==> src/rtl/pll_reset_sequencer.sv <==
// pll_reset_sequencer
// Brings up the ECP5 EHXPLLL and releases the downstream reset once lock is
// stable. It pulses the PLL RST pin, waits for lock with a timeout, requires a
// run of consecutive locked cycles, retries failed attempts and parks in a
// sticky FAULT when the retries run out. If lock is lost while running, the
// whole sequence starts again. Runs on the free-running board reference clock.
//
// Ports:
//   clock       board reference clock (48 MHz)
//   reset_n     synchronous active-low reset
//   pll_lock    raw PLL LOCK, asynchronous to clock
//   restart     single-cycle request to restart the sequence
//   pll_rst     EHXPLLL RST, active high
//   sys_rst_n   active-low downstream reset, straight from a flop
//   ready       high while in RUN
//   fault       sticky, high in FAULT
//   retries     failed attempts in the current sequence
//   lock_losses saturating count of lock drops seen in RUN
module pll_reset_sequencer #(
    parameter int unsigned RST_CYCLES    = 16,
    parameter int unsigned LOCK_TIMEOUT  = 4800,
    parameter int unsigned STABLE_CYCLES = 1024,
    parameter int unsigned MAX_RETRIES   = 3
) (
    input  logic       clock,
    input  logic       reset_n,
    input  logic       pll_lock,
    input  logic       restart,
    output logic       pll_rst,
    output logic       sys_rst_n,
    output logic       ready,
    output logic       fault,
    output logic [1:0] retries,
    output logic [7:0] lock_losses
);

    localparam int unsigned CNT_MAX_AB = (RST_CYCLES > LOCK_TIMEOUT) ? RST_CYCLES : LOCK_TIMEOUT;
    localparam int unsigned CNT_MAX    = (CNT_MAX_AB > STABLE_CYCLES) ? CNT_MAX_AB : STABLE_CYCLES;
    localparam int unsigned CNT_W      = $clog2(CNT_MAX + 1);

    localparam logic [CNT_W-1:0] RST_LAST    = CNT_W'(RST_CYCLES - 1);
    localparam logic [CNT_W-1:0] TIMEOUT_LAST = CNT_W'(LOCK_TIMEOUT - 1);
    localparam logic [CNT_W-1:0] STABLE_LAST = CNT_W'(STABLE_CYCLES - 1);
    localparam logic [1:0]       RETRY_LIMIT = 2'(MAX_RETRIES);

    localparam logic [2:0] S_RESET_PLL = 3'd0;
    localparam logic [2:0] S_WAIT_LOCK = 3'd1;
    localparam logic [2:0] S_STABILIZE = 3'd2;
    localparam logic [2:0] S_RUN       = 3'd3;
    localparam logic [2:0] S_FAULT     = 3'd4;

    logic             lock_m;
    logic             lock_s;
    logic [2:0]       state;
    logic [2:0]       state_nx;
    logic [CNT_W-1:0] cnt;
    logic [CNT_W-1:0] cnt_nx;
    logic [1:0]       retries_nx;
    logic [7:0]       lock_losses_nx;
    logic             attempt_fail;

    // State, counters, synchronizer and registered outputs
    always_ff @(posedge clock) begin
        if (!reset_n) begin
            lock_m      <= 1'b0;
            lock_s      <= 1'b0;
            state       <= S_RESET_PLL;
            cnt         <= '0;
            retries     <= 2'd0;
            lock_losses <= 8'd0;
            pll_rst     <= 1'b1;
            sys_rst_n   <= 1'b0;
            ready       <= 1'b0;
            fault       <= 1'b0;
        end else begin
            lock_m      <= pll_lock;
            lock_s      <= lock_m;
            state       <= state_nx;
            cnt         <= cnt_nx;
            retries     <= retries_nx;
            lock_losses <= lock_losses_nx;
            // Outputs are decoded from the next state so they change on the
            // same edge as the state and come straight out of flops.
            pll_rst     <= (state_nx == S_RESET_PLL) || (state_nx == S_FAULT);
            sys_rst_n   <= (state_nx == S_RUN);
            ready       <= (state_nx == S_RUN);
            fault       <= (state_nx == S_FAULT);
        end
    end

    // Next-state logic; restart overrides every failure or release decision
    always_comb begin
        state_nx       = state;
        cnt_nx         = cnt;
        retries_nx     = retries;
        lock_losses_nx = lock_losses;
        attempt_fail   = 1'b0;

        if (restart) begin
            state_nx   = S_RESET_PLL;
            cnt_nx     = '0;
            retries_nx = 2'd0;
        end else begin
            case (state)
                S_RESET_PLL: begin
                    if (cnt == RST_LAST) begin
                        state_nx = S_WAIT_LOCK;
                        cnt_nx   = '0;
                    end else begin
                        cnt_nx = cnt + CNT_W'(1);
                    end
                end
                S_WAIT_LOCK: begin
                    if (lock_s) begin
                        state_nx = S_STABILIZE;
                        cnt_nx   = '0;
                    end else if (cnt == TIMEOUT_LAST) begin
                        attempt_fail = 1'b1;
                    end else begin
                        cnt_nx = cnt + CNT_W'(1);
                    end
                end
                S_STABILIZE: begin
                    // Any dropout forfeits the whole stable run
                    if (!lock_s) begin
                        attempt_fail = 1'b1;
                    end else if (cnt == STABLE_LAST) begin
                        state_nx = S_RUN;
                        cnt_nx   = '0;
                    end else begin
                        cnt_nx = cnt + CNT_W'(1);
                    end
                end
                S_RUN: begin
                    if (!lock_s) begin
                        state_nx   = S_RESET_PLL;
                        cnt_nx     = '0;
                        retries_nx = 2'd0;
                        if (lock_losses != 8'hFF) begin
                            lock_losses_nx = lock_losses + 8'd1;
                        end
                    end
                end
                S_FAULT: begin
                    state_nx = S_FAULT;
                end
                default: begin
                    state_nx = S_RESET_PLL;
                    cnt_nx   = '0;
                end
            endcase

            // Failed attempt: retry or give up
            if (attempt_fail) begin
                cnt_nx = '0;
                if (retries == RETRY_LIMIT) begin
                    state_nx = S_FAULT;
                end else begin
                    state_nx   = S_RESET_PLL;
                    retries_nx = retries + 2'd1;
                end
            end
        end
    end

endmodule

==> config.mk <==
export PLATFORM = sky130hd
export DESIGN_NAME = pll_reset_sequencer
export DESIGN_NICKNAME = d
export VERILOG_FILES = /design/src/rtl/pll_reset_sequencer.sv
export SDC_FILE = /design/constraint.sdc
export NUM_CORES = 1
export LEC_CHECK = 0
export CORE_ASPECT_RATIO = 1.75
export CORE_MARGIN = 2
export CORE_UTILIZATION = 50
export CTS_BUF_LIST = sky130_fd_sc_hd__clkbuf_2
export DETAILED_ROUTE_END_ITERATION = 8
export PLACE_DENSITY = 0.72
export SKIP_LAST_GASP = 1
export SYNTH_ARGS = -nofsm -noshare
export SYNTH_HDL_FRONTEND = slang
export SYNTH_SLANG_ARGS = --single-unit
export TNS_END_PERCENT = 20
==> constraint.sdc <==
create_clock -name clock -period 2.65 [get_ports clock]
set_input_delay 0.53 -clock clock [delete_from_list [all_inputs] [get_ports clock]]
set_output_delay 0.53 -clock clock [all_outputs]
set_load 0.02 [all_outputs]
# Yosys cells after proc, flatten, opt, wreduce, memory -nomap -nowiden
# Cells that the tools add are included.
# op_classes
reduce_logical,7
add_sub_neg,3
bitwise_logic,4
mux,25
eq_ne,14
# op_table
operator,count
two-way mux 13 bit,6
one-hot mux 13 bit (5 select lines),1
two-way mux 3 bit,8
one-hot mux 3 bit (5 select lines),1
"adder 13 x 1 -> 13 bit, second input constant",1
"== test 13 x 10 -> 1 bit, second input constant",1
"== test 13 bit, second input constant",1
"== test 13 x 4 -> 1 bit, second input constant",1
"== test 3 x 2 -> 1 bit, second input constant",3
"adder 8 x 1 -> 8 bit, second input constant",1
two-way mux 2 bit,4
"!= test 8 bit, second input constant",1
AND reduction 4 bit,2
"== test 3 bit, second input constant",2
logical NOT 3 bit,2
two-way mux 1 bit,4
"!= test 2 bit, second input constant",2
inverter 1 bit,4
"== test 3 x 1 -> 1 bit, second input constant",1
"!= test 3 bit, second input constant",1
OR reduction 3 bit,1
"adder 2 x 1 -> 2 bit, second input constant",1
"== test 2 bit, second input constant",1
one-hot mux 1 bit (2 select lines),1
other kinds (2),2
# totals
inputBits,4
output_inout_bits,14
ff_bits,31

# Longest topological paths before layout
# Gate-level depths: netlist of run 1.
# depth
word_depth,9
mapped_depth,9
depth_no_buf,7

# Worst setup path after synthesis of run 1
# Ideal clock, no wire load.
# synth_path
kind,flip-flop to flip-flop
startpoint,register cnt[0]
endpoint,register cnt[10]
setup_ns,0.074
path_slack_ns,0.528
stages_incl_launch_ff,10
n_path_buf,2
arrival_time_ns,2.047
cell_sequence,dfxtp_1 -> ha_1 -> and3_1 -> buf_2 -> nand4_2 -> a21oi_2 -> or2_2 -> clkbuf_1 -> or4_1 -> a31oi_1
# synth_via
elab_chain_len,6
# synth_lines
item,line,source
from (decl),56,logic [CNT_W-1:0] cnt;
from (signal assigned),79,cnt <= cnt_nx;
"parallel branches: the longest is 6 deep, another holds adder 13 x 1 -> 13 bit",-,
# Parallel ways; which one is timed is not known. The select of a mux whose other input is x is not followed.
# A chain may end at the register's enable or synchronous reset.

# Final worst setup path of run 1
# layout_path
startpoint,register cnt[0]
endpoint,register cnt[11]
# Same word-level chain as after synthesis.

==> impl_summary.txt, run 1 <==
----------------------------------------------------
[Setup path]
  Maximum fanout along the worst path ... 14
  End of the worst register-to-register path ... cnt[11]
  Slowest library cell on the worst path ... o31ai_1
  Category of the most critical setup path ... register to register
  Critical path launch point type ... register
  Crit path capture type ... register
  Critical register-to-register path startpoint ... cnt[0]
  Maximum cell stage delay along the critical path ... approximately 0.62 ns
  Register-to-register setup slack ... between 0.15 and 0.2 ns
  Depth of the most critical reg-to-reg path ... 8
  CP cell instances ... ha_1 -> and3_1 -> nand3_1 -> o31ai_1 -> a21oi_1 -> buf_4 -> a21o_1 -> a22o_1
  Worst Path Required ... 2.94 ns
  Worst setup startpoint ... cnt[0]
  Critical Path AT ... between 2 and 3 ns

[STA]
  Setup repair after global routing missed its margin ... no
  Slew headroom ... a little under three fifths
  Final Hold Violating Endpoints ... 0
  Max-slew violation count ... 0
  Crit path setup slack, layout ... 0.194 ns
  Final total negative setup slack ... 0 ns
  Final critical-path required period ... about 2.5 ns
  Final clock period utilization by the worst path ... around 93%
  Fmax ... around 0.4 GHz
  Worst clock skew ... 0.0116 ns
  Setup-violating endpoint count in the final report ... 0
  Least-Margin Pin Slew ... approximately 0.67 ns

[Synth]
  Average cell area after synthesis ... 8.67 sq um
  Leading register cell type out of synthesis ... dfxtp_1
  Portion of netlist area occupied by mux cells ... around 2.6%
  Post-synthesis cell area ... around 1600 sq um
  Share of async-settable or async-resettable flops after synthesis ... 0%
  Synthesis warning total ... 0
  Share of the synthesized netlist area taken by xor and xnor gates ... 3.26%
  Gate count of the mapped netlist ... about 190
  Part of the Yosys area used for sequential elements ... 38.5%
  Flops & latches, synth ... 31
  Number of enable-type register cells in the synthesized netlist ... 0
  Post-Synth Adder-Cell Area ... 2.33%
  Cell variety after synth ... 53
  Post-synthesis compound-gate area fraction ... 14.8%
  Largest area contributor in the netlist ... dfxtp_1
  Simple-gate portion of the synthesized area ... a little over a third
  Top area cells in the synthesized netlist ... dfxtp_1, a21oi_1, nand2_1
  Dominant combinational cell family by area after synthesis ... simple AND/OR/NAND/NOR gates
  Number of nets produced by synthesis ... around 190
  Share of the synthesized area in the top cell type ... between 30% and 40%

[Clock tree]
  Resized cells post-CTS ... 0
  Root cell of the clock tree ... clkbuf_2
  Insertion delay to the later sink of the worst-skew pair ... 0.38 ns
  Cts-stage hold buffer count ... 0
  Number of setup buffers added after CTS ... 0
  Largest buffer count on any clock path ... 2
  Number of levels the H-tree was split into ... 2
  Inserted Clock Buffers ... 5
  CTS sink count ... 31
  Clock tree from TritonCTS ... done
  Clk pin slew, worst setup/hold paths ... 0.17 ns

[Routing]
  Number of iterations in the first detailed-routing pass ... 4
  DR DRC count ... 0
  Per-cell routed wire length ... ~15 um
  Initial detailed-routing violation count ... 15
  Number of vias per cell ... about 5.8
  Number of routed nets with antenna violations ... 0
  Number of vias in the routed layout ... about 1400
  DRT Wirelength ... 3750 um

[Placement]
  Cell count after placement ... between 200 and 250
  Total half-perimeter wirelength after legalization and detailed placement ... between 2000 and 3000 um
  Port-buffer cells ... 17
  Worst slack at placement ... between 0.2 and 0.25 ns
  Final RePlAce weighted congestion ... 0.940

[Flow run]
  Max Cap Violations ... 0

[Power and ir drop]
  Worst supply voltage drop on vdd ... between 0.0003 and 0.0004 V
  Net switching component of the power ... roughly 0.18 mW
  Power density relative to cell area ... 401 nW/um^2
  Switching share of total power ... approximately 25%
  Internal ... between 0.5 and 0.6 mW
  Clock power frac ... between 30% and 40%
  Share of total power in combinational logic ... between 4 and 5%
  Power share of the sequential group ... ~64%
  Leakage power ... just under 0.7 nW

[Worst hold path]
  Hold Path Stages ... 1
  Worst hold path class ... register to register
  Endpoint of the worst hold path ... lock_s
  Startpoint of the worst hold path ... lock_m

[GRT]
  Total congestion overflow ... 0
  Total global-route track usage ... between 20% and 30%
  Antenna violations before repair ... 0
  Pin count of the biggest net entering global routing ... 15
  Vias in the first global route ... 1447
  Wire length of the first global-routing pass ... about 6400 um

[Layout]
  Layout overhead on the synthesized area ... 15.1%
  Fraction of final layout cells sized beyond drive strength 1 ... between 10% and 20%
  Number of antenna repair diodes ... 0
  Final Util ... between 50% and 60%
  Fin nets ... around 210
  Fill count ... 302
  Post-route non-filler standard cell count ... around 250

[Floorplan]
  DIE AREA ... 3710 sq um
  Core area ... around 3100 sq um
  Die Ht ... between 70 and 80 um
  Chip width ... around 47 um
  Initial cell density of the core ... around half
  Standard-cell rows ... 27
  Top-level port count ... 18

[Run status]
  Status ... finished clean

----------------------------------------------------
-- worst max-delay path by stage --
| stage | to | cells after the start |
|---|---|---|
| finish | cnt[11] | 8 |
| global route | cnt[11] | 8 |
| CTS | cnt[12] | 8 |
| detailed placement | cnt[12] | 8 |
| global placement | cnt[11] | 8 |
| floorplan | cnt[10] | 9 |
-- registers in the layout, summed over array words and instances (netlist names) --
register     count
ready            1
lock_losses      8
cnt             13
pll_rst          1
lock_m           1
lock_s           1
retries          2
fault            1
state            3
-- power by group through the flow --
| stage | registers, mW | clock network, mW | logic (mW) |
|---|---|---|---|
| final | 0.477 | 0.236 | 0.0323 |
| after global routing | 0.478 | 0.259 | 0.0352 |
| after CTS | 0.477 | 0.244 | 0.0323 |
| after detailed placement | 0.486 | 0 | 0.0323 |
| after global placement | 0.486 | 0 | 0.0314 |
| after floorplan | 0.485 | 0 | 0.0206 |
-- area by class of cell --
type                       count  area, sq um  area share [%]
inverter                       2         7.51           0.404
multi-input combinational    144          935            50.3
timing repair buffer          21          200            10.8
tap                           43         53.8            2.90
sequential                    31          621            33.4
clock buffer                   7         35.0            1.89
clock inverter                 1         5.00           0.270
-- cells in the mapped netlist, types with 3 or more instances --
library cell  instances
a21oi_1              15
a31oi_1               3
and2_1                9
buf_2                 4
clkbuf_1              3
dfxtp_1              31
ha_1                  3
mux2i_1               3
nand2_1              20
nand2b_1              3
nand3_1              14
nand4_1               4
nor2_1               10
nor4b_1               3
o21ai_0               4
or3_1                 3
or4_1                 3
xnor2_1               5
-- cell usage in the layout (no fill, tap or decap), types with 4 or more instances in the layout --
cell type / Yosys / layout
clkdlybuf4s50_1: 0 / 17
nand2_1: 20 / 20
and2_1: 9 / 9
buf_4: 1 / 4
nor2_1: 10 / 10
clkbuf_2: 0 / 7
a21oi_1: 15 / 15
nand4_1: 4 / 4
dfxtp_1: 31 / 31
o21ai_0: 4 / 4
nand3_1: 14 / 14
xnor2_1: 5 / 5
-- worst max-delay path: cells and delay by family (launching register included) --
family          cells  cell delay (ns)
flops               1             0.40
compound gates      4             1.04
fa+ha+maj           1             0.21
buf+inv             1             0.22
simple gates        2             0.51
-- through the flow --
stage,hold slack (ns),area [sq um],power [mW]
floorplan,0.412,1610,0.506
global placement,0.417,1820,0.517
detailed placement,0.432,1820,0.519
CTS,0.470,1860,0.753
global route,0.476,1860,0.772
finish,0.461,1860,0.745
-- per-layer routing --
layer | global-route usage (%) | part of all wire, %
met5 | 0 | 0
met4 | 14.2 | 3.9
met3 | 5.45 | 2.7
met2 | 41.2 | 57
met1 | 23.0 | 36
-- kinds of logic (layout without fill, tap and decap cells) --
group	after synthesis	in the layout
buffers and inverters	11	31
xor gates and xnor gates	6	6
adders and majority gates	3	3
muxes	4	4
and+or+nand+nor	94	94
DFF	31	31
AOI/OAI and AO/OA	37	37
(Power assumes the default switching activity.)
==> run 2: changes to the inputs <==
--- a/config.mk
+++ b/config.mk
@@ -10,7 +10,8 @@
 export CORE_UTILIZATION = 50
 export CTS_BUF_LIST = sky130_fd_sc_hd__clkbuf_2
 export DETAILED_ROUTE_END_ITERATION = 8
-export PLACE_DENSITY = 0.72
+export DONT_BUFFER_PORTS = 1
+export PLACE_DENSITY = 0.65
 export SKIP_LAST_GASP = 1
 export SYNTH_ARGS = -nofsm -noshare
 export SYNTH_HDL_FRONTEND = slang
==> constraint.sdc (replaced) <==
create_clock -name clock -period 2.56 [get_ports clock]
set_input_delay 0.512 -clock clock [delete_from_list [all_inputs] [get_ports clock]]
set_output_delay 0.512 -clock clock [all_outputs]
set_load 0.02 [all_outputs]
==> impl_summary.txt, run 2 (same netlist as run 1, synthesis figures left out) <==
----------------------------------------------------
[Run status]
  Status ... finished clean (unchanged)

[Routing]
  Initial detailed-routing violation count ... 32 (was 15)
  Number of vias per cell ... 5.86 (was 5.78)
  Per-cell routed wire length ... 15.3 um (was 15.1 um)
  Number of routed nets with antenna violations ... 0 (unchanged)
  Number of vias in the routed layout ... 1354 (was 1440)
  Detailed-routed wire length on met2 ... 1970 um (was 2140 um)
  Highest metal layer used by the detailed router ... met4 (unchanged)
  DR DRC count ... 0 (unchanged)
  DRT Wirelength ... 3540 um (was 3750 um)
  Routed metal-1 wire length ... 1300 um (was 1370 um)
  Met3 WL post-DR ... 123 um (was 103 um)
  Number of iterations in the first detailed-routing pass ... 4 (unchanged)

[Layout]
  Leading cell type in the layout, fill and taps excluded ... dfxtp_1 (unchanged)
  Area occupied by multi-input gates ... 935 sq um (unchanged)
  Top library cells by usage in the layout, fill and taps aside ... dfxtp_1, nand2_1, a21oi_1 (was dfxtp_1, nand2_1, clkdlybuf4s50_1)
  Final Util ... 54.1% (was 59.7%)
  Number of flip-flops in the largest register ... 13 (unchanged)
  Fill count ... 321 (was 302)
  Post-route non-filler standard cell count ... 231 (was 249)
  Fraction of final layout cells sized beyond drive strength 1 ... 13.3% (was 13.1%)
  Register area ... 621 sq um (unchanged)
  Fin nets ... 195 (was 212)
  Register containing the most flip-flops in the final layout ... cnt (unchanged)
  Number of antenna repair diodes ... 0 (unchanged)
  Layout overhead on the synthesized area ... 4.19% (was 15.1%)
  Top flop regs ... cnt: 13 flops, lock_losses: 8 flops, state: 3 flops (unchanged)

[Floorplan]
  Die Ht ... 79.1 um (unchanged)
  DIE AREA ... 3710 sq um (unchanged)
  Top-level port count ... 18 (unchanged)
  Chip width ... 46.9 um (unchanged)
  Core area ... 3110 sq um (unchanged)
  Initial cell density of the core ... 51.9% (unchanged)
  Standard-cell rows ... 27 (unchanged)

[STA]
  Fmax ... 0.461 GHz (was 0.407 GHz)
  Hold_ws ... 0.252 ns (was 0.461 ns)
  Setup-violating endpoint count in the final report ... 0 (unchanged)
  Least-Margin Pin Slew ... 0.481 ns (was 0.668 ns)
  Final critical-path required period ... 2.17 ns (was 2.46 ns)
  Final total negative setup slack ... 0 ns (unchanged)
  Final Hold Violating Endpoints ... 0 (unchanged)
  Worst clock skew ... 0.0140 ns (was 0.0116 ns)
  Max-slew violation count ... 0 (unchanged)
  Slew headroom ... 67.5% (was 55.1%)
  Setup repair after global routing missed its margin ... no (unchanged)
  Final clock period utilization by the worst path ... 84.7% (was 92.7%)

[GRT]
  Total global-route track usage ... 21.9% (was 23.5%)
  Total congestion overflow ... 0 (unchanged)
  Wire length of the first global-routing pass ... 5800 um (was 6350 um)
  Pin count of the biggest net entering global routing ... 15 (unchanged)
  Antenna violations before repair ... 0 (unchanged)
  Vias in the first global route ... 1349 (was 1447)

[Placement]
  Cell count after placement ... 224 (was 241)
  Final RePlAce weighted congestion ... 0.950 (was 0.940)
  Total half-perimeter wirelength after legalization and detailed placement ... 2740 um (was 2890 um)
  Port-buffer cells ... 0 (was 17)

[Power and ir drop]
  Leakage power ... 0.626 nW (was 0.693 nW)
  Power density relative to cell area ... 439 nW/um^2 (was 401 nW/um^2)
  Worst supply voltage drop on vdd ... 0.000333 V (was 0.000316 V)
  Overall Power ... 0.738 mW (was 0.745 mW)

[Setup path]
  Maximum fanout along the worst path ... 8 (was 14)
  Critical path launch point type ... register (unchanged)
  Category of the most critical setup path ... register to register (unchanged)
  CP cell instances ... ha_1 -> and3_1 -> nand4_2 -> a21oi_2 -> or2_2 -> or4_1 -> a31oi_1 (was ha_1 -> and3_1 -> nand3_1 -> o31ai_1 -> a21oi_1 -> buf_4 -> a21o_1 -> a22o_1)
  Critical Path AT ... 2.46 ns (was 2.75 ns)
  Worst Path Required ... 2.86 ns (was 2.94 ns)
  Slowest library cell on the worst path ... or4_1 (was o31ai_1)
  Largest delay share family, worst path ... simple AND/OR/NAND/NOR gates (was compound AO/OA/AOI/OAI gates)
  Maximum cell stage delay along the critical path ... 0.48 ns (was 0.62 ns)
  Critical path buffers and inverters ... 0 (was 1)
  Crit path capture type ... register (unchanged)

[Clock tree]
  Clk pin slew, worst setup/hold paths ... 0.16 ns (was 0.17 ns)
  Cts-stage hold buffer count ... 0 (unchanged)
  Root cell of the clock tree ... clkbuf_2 (unchanged)
  Inserted Clock Buffers ... 5 (unchanged)
  Insertion delay to the later sink of the worst-skew pair ... 0.37 ns (was 0.38 ns)
  Resized cells post-CTS ... 0 (unchanged)
  Number of setup buffers added after CTS ... 0 (unchanged)
  CTS sink count ... 31 (unchanged)
  Number of levels the H-tree was split into ... 2 (unchanged)
  Largest buffer count on any clock path ... 2 (unchanged)
  Clock tree from TritonCTS ... done (unchanged)

[Worst hold path]
  Worst hold path class ... primary input to register (was register to register)

[Flow run]
  Max Cap Violations ... 0 (unchanged)

----------------------------------------------------
-- run 2: stage by stage --
step           instance area (sq um)  setup WS [ns]
2_1_floorplan                   1610          0.438
3_3_place_gp                    1650          0.489
3_5_place_dp                    1650          0.456
4_1_cts                         1680          0.400
5_1_grt                         1680          0.235
6_report                        1680          0.392
-- run 2: routing by layer --
metal  vias up  track usage, %
met5         -               0
met2        33            39.2
met1       626            20.0
met4         0            13.3
li1        680               -
met3        15            5.91
-- run 2: area by class of cell --
type | instances | share of cell area (%)
Inverter | 2 | 0.447
Tap cell | 43 | 3.20
Clock inverter | 2 | 0.521
Clock buffer | 5 | 1.49
Sequential cell | 31 | 36.9
Multi-Input combinational cell | 144 | 55.6
Timing Repair Buffer | 4 | 1.79
-- run 2: report_power, final --
group	leakage [nW]	internal (mW)	switching (mW)	total (mW)
logic	0.350	0.0128	0.0127	0.0256
registers	0.250	0.488	0.00462	0.493
clock network	0.0262	0.0576	0.162	0.219
-- run 2: path summary, 6_finish.rpt --
check / end / depth (start not counted) / slack (ns) / startpoint
worst min-delay path: lock_losses[0] / 1 / 0.25 / reset_n
worst max-delay path: cnt[10] / 7 / 0.39 / cnt[0]
worst min register to register: lock_s / 1 / 0.47 / lock_m
worst max register to register: cnt[10] / 7 / 0.39 / cnt[0]
==> run 3: changes to the inputs <==
--- a/config.mk
+++ b/config.mk
@@ -11,7 +11,7 @@
 export CTS_BUF_LIST = sky130_fd_sc_hd__clkbuf_2
 export DETAILED_ROUTE_END_ITERATION = 8
 export DONT_BUFFER_PORTS = 1
-export PLACE_DENSITY = 0.65
+export PLACE_DENSITY = 0.68
 export SKIP_LAST_GASP = 1
 export SYNTH_ARGS = -nofsm -noshare
 export SYNTH_HDL_FRONTEND = slang
==> constraint.sdc (replaced) <==
create_clock -name clock -period 1.9 [get_ports clock]
set_input_delay 0.38 -clock clock [delete_from_list [all_inputs] [get_ports clock]]
set_output_delay 0.38 -clock clock [all_outputs]
set_load 0.02 [all_outputs]
==> impl_summary.txt, run 3 (same netlist as run 1, synthesis figures left out) <==
----------------------------------------------------
[Run status]
  Status ... finished with violations (was finished clean)
  Violated checks ... setup timing

[Layout]
  Post-route cell area ... 2090 sq um (was 1680 sq um)
  Number of antenna repair diodes ... 0 (unchanged)
  Register containing the most flip-flops in the final layout ... cnt (unchanged)
  Top flop regs ... cnt: 13 flops, lock_losses: 8 flops, state: 3 flops (unchanged)
  Final Util ... 67.4% (was 54.1%)
  Top library cells by usage in the layout, fill and taps aside ... buf_4, dfxtp_1, nand2_1 (was dfxtp_1, nand2_1, a21oi_1)
  Leading cell type in the layout, fill and taps excluded ... buf_4 (was dfxtp_1)
  Number of flip-flops in the largest register ... 13 (unchanged)
  Fin nets ... 237 (was 195)
  Layout overhead on the synthesized area ... 29.9% (was 4.19%)
  Fraction of final layout cells sized beyond drive strength 1 ... 32.9% (was 13.3%)

[Setup path]
  Maximum fanout along the worst path ... 6 (was 8)
  Setup crit end ... cnt[10] (unchanged)
  Critical register-to-register path startpoint ... cnt[7] (was cnt[0])
  Critical path launch point type ... register (unchanged)
  Register-to-register setup slack ... -0.20 ns (was 0.39 ns)
  Worst setup startpoint ... cnt[7] (was cnt[0])
  Depth of the most critical reg-to-reg path ... 7 (unchanged)
  End of the worst register-to-register path ... cnt[10] (unchanged)
  Crit path capture type ... register (unchanged)
  Worst Path Required ... 2.21 ns (was 2.86 ns)
  Category of the most critical setup path ... register to register (unchanged)
  Critical Path AT ... 2.41 ns (was 2.46 ns)

[Placement]
  Port-buffer cells ... 0 (unchanged)
  Worst slack at placement ... -0.376 ns (was 0.456 ns)
  Total cell area at the placement stage ... 1970 sq um (was 1650 sq um)
  Final RePlAce weighted congestion ... 0.951 (was 0.950)
  Total half-perimeter wirelength after legalization and detailed placement ... 3360 um (was 2740 um)

[STA]
  Fmax ... 0.477 GHz (was 0.461 GHz)
  Max-slew violation count ... 0 (unchanged)
  Final critical-path required period ... 2.10 ns (was 2.17 ns)
  Crit path setup slack, layout ... -0.196 ns (was 0.392 ns)
  Final clock period utilization by the worst path ... 110% (was 84.7%)
  Setup-violating endpoint count in the final report ... 12 (was 0)
  Worst clock skew ... 0.0102 ns (was 0.0140 ns)
  Setup repair after global routing missed its margin ... yes (was no)
  Final Hold Violating Endpoints ... 0 (unchanged)
  Final total negative setup slack ... -1.28 ns (was 0 ns)
  Least-Margin Pin Slew ... 0.561 ns (was 0.481 ns)
  Slew headroom ... 62.6% (was 67.5%)

[Clock tree]
  Clock tree from TritonCTS ... done (unchanged)
  Largest buffer count on any clock path ... 2 (unchanged)
  CTS sink count ... 31 (unchanged)
  Root cell of the clock tree ... clkbuf_2 (unchanged)
  Insertion delay to the later sink of the worst-skew pair ... 0.37 ns (about the same)
  Cts-stage hold buffer count ... 0 (unchanged)
  Clk pin slew, worst setup/hold paths ... 0.16 ns (about the same)
  Inserted Clock Buffers ... 5 (unchanged)
  Number of levels the H-tree was split into ... 2 (unchanged)

[Power and ir drop]
  Power share of the sequential group ... 56.9% (was 66.8%)
  Net switching component of the power ... 0.261 mW (was 0.179 mW)
  Power density relative to cell area ... 556 nW/um^2 (was 439 nW/um^2)
  Internal ... 0.904 mW (was 0.558 mW)
  Switching share of total power ... 22.4% (was 24.3%)
  Leakage power ... 0.867 nW (was 0.626 nW)
  Share of total power in combinational logic ... 4.7% (was 3.5%)
  Clock power frac ... 38.4% (was 29.7%)
  Overall Power ... 1.16 mW (was 0.738 mW)
  Worst supply voltage drop on vdd ... 0.000525 V (was 0.000333 V)

[Routing]
  Per-cell routed wire length ... 15.9 um (was 15.3 um)
  Initial detailed-routing violation count ... 33 (was 32)
  Number of vias per cell ... 5.75 (was 5.86)
  Number of iterations in the first detailed-routing pass ... 4 (unchanged)
  Number of vias in the routed layout ... 1576 (was 1354)
  DR DRC count ... 0 (unchanged)
  Number of routed nets with antenna violations ... 0 (unchanged)
  DRT Wirelength ... 4340 um (was 3540 um)

[Floorplan]
  Initial cell density of the core ... 51.9% (unchanged)
  Die Ht ... 79.1 um (unchanged)
  Chip width ... 46.9 um (unchanged)
  Core area ... 3110 sq um (unchanged)
  Top-level port count ... 18 (unchanged)
  Standard-cell rows ... 27 (unchanged)
  DIE AREA ... 3710 sq um (unchanged)

[Flow run]
  Max Cap Violations ... 0 (unchanged)

[GRT]
  Antenna violations before repair ... 0 (unchanged)
  Vias in the first global route ... 1594 (was 1349)
  Met3 track demand over resource in global routing ... 5.23% (was 5.91%)
  Total congestion overflow ... 0 (unchanged)
  Global-route met1 utilization ... 26.2% (was 20.0%)
  Global-route layer with the greatest usage ... met2 (unchanged)
  Pin count of the biggest net entering global routing ... 14 (was 15)
  Met2 usage in global routing ... 50.0% (was 39.2%)
  Wire length of the first global-routing pass ... 7180 um (was 5800 um)
  Total global-route track usage ... 26.8% (was 21.9%)

[Worst hold path]
  Worst hold path class ... primary input to register (unchanged)

----------------------------------------------------
[run 3: cell types whose count changed in the layout (fill, tap and decap cells not counted), sizes merged]
cell    change
bufinv      +1
buf        +42
[run 3: layout make-up]
type | instances | area [sq um]
Clock inverter | 3 | 38.8
Sequential cell | 31 | 624
Timing Repair Buffer | 46 | 349
Fill cell | 273 | 1010
Tap cell | 43 | 53.8
Inverter | 2 | 7.51
Clock buffer | 5 | 25.0
Multi-Input combinational cell | 144 | 996
[run 3: worst max-delay path: stages, from the launching register on]
cell and delay, ns:
dfxtp_1 0.35, and4_4 0.20, and3_4 0.18, o32a_1 0.32, buf_4 0.15, and2_4 0.17, or4_1 0.52, a31oi_1 0.15
[run 3: worst min path at each step]
stage,from,to,slack (ns),cells after the start
3_3_place_gp,lock_m,lock_s,0.42,1
5_1_grt,reset_n,lock_m,0.10,1
3_5_place_dp,lock_m,lock_s,0.43,1
6_report,reset_n,lock_s,0.13,1
2_1_floorplan,lock_m,lock_s,0.41,1
4_1_cts,reset_n,lock_s,0.11,1
[run 3: power by group through the flow]
stage               sequential, mW  clock, mW  combinational (mW)
floorplan                    0.677          0              0.0309
global placement             0.676          0              0.0511
detailed placement           0.676          0              0.0530
CTS                          0.662      0.458              0.0535
global route                 0.664      0.478              0.0606
finish                       0.663      0.447              0.0545
[run 3: what timing repair did]
item / CTS / global route
endpoints found under the setup margin: 14 / 18
buffers inserted: 0 / 2
resized for setup: 1 / 8
pin swaps: 0 / 1
[run 3: routing by layer]
layer  up-vias  share of wire, %
li1        764                 -
met3         8               4.5
met1       756                35
met4         0               2.2
met2        48                59
met5         -                 0
[run 3: per-stage QoR]
step,hold slack (ns),std cells
final,0.125,274
after global routing,0.105,274
after CTS,0.106,272
after detailed placement,0.431,264
after global placement,0.419,264
after floorplan,0.412,186
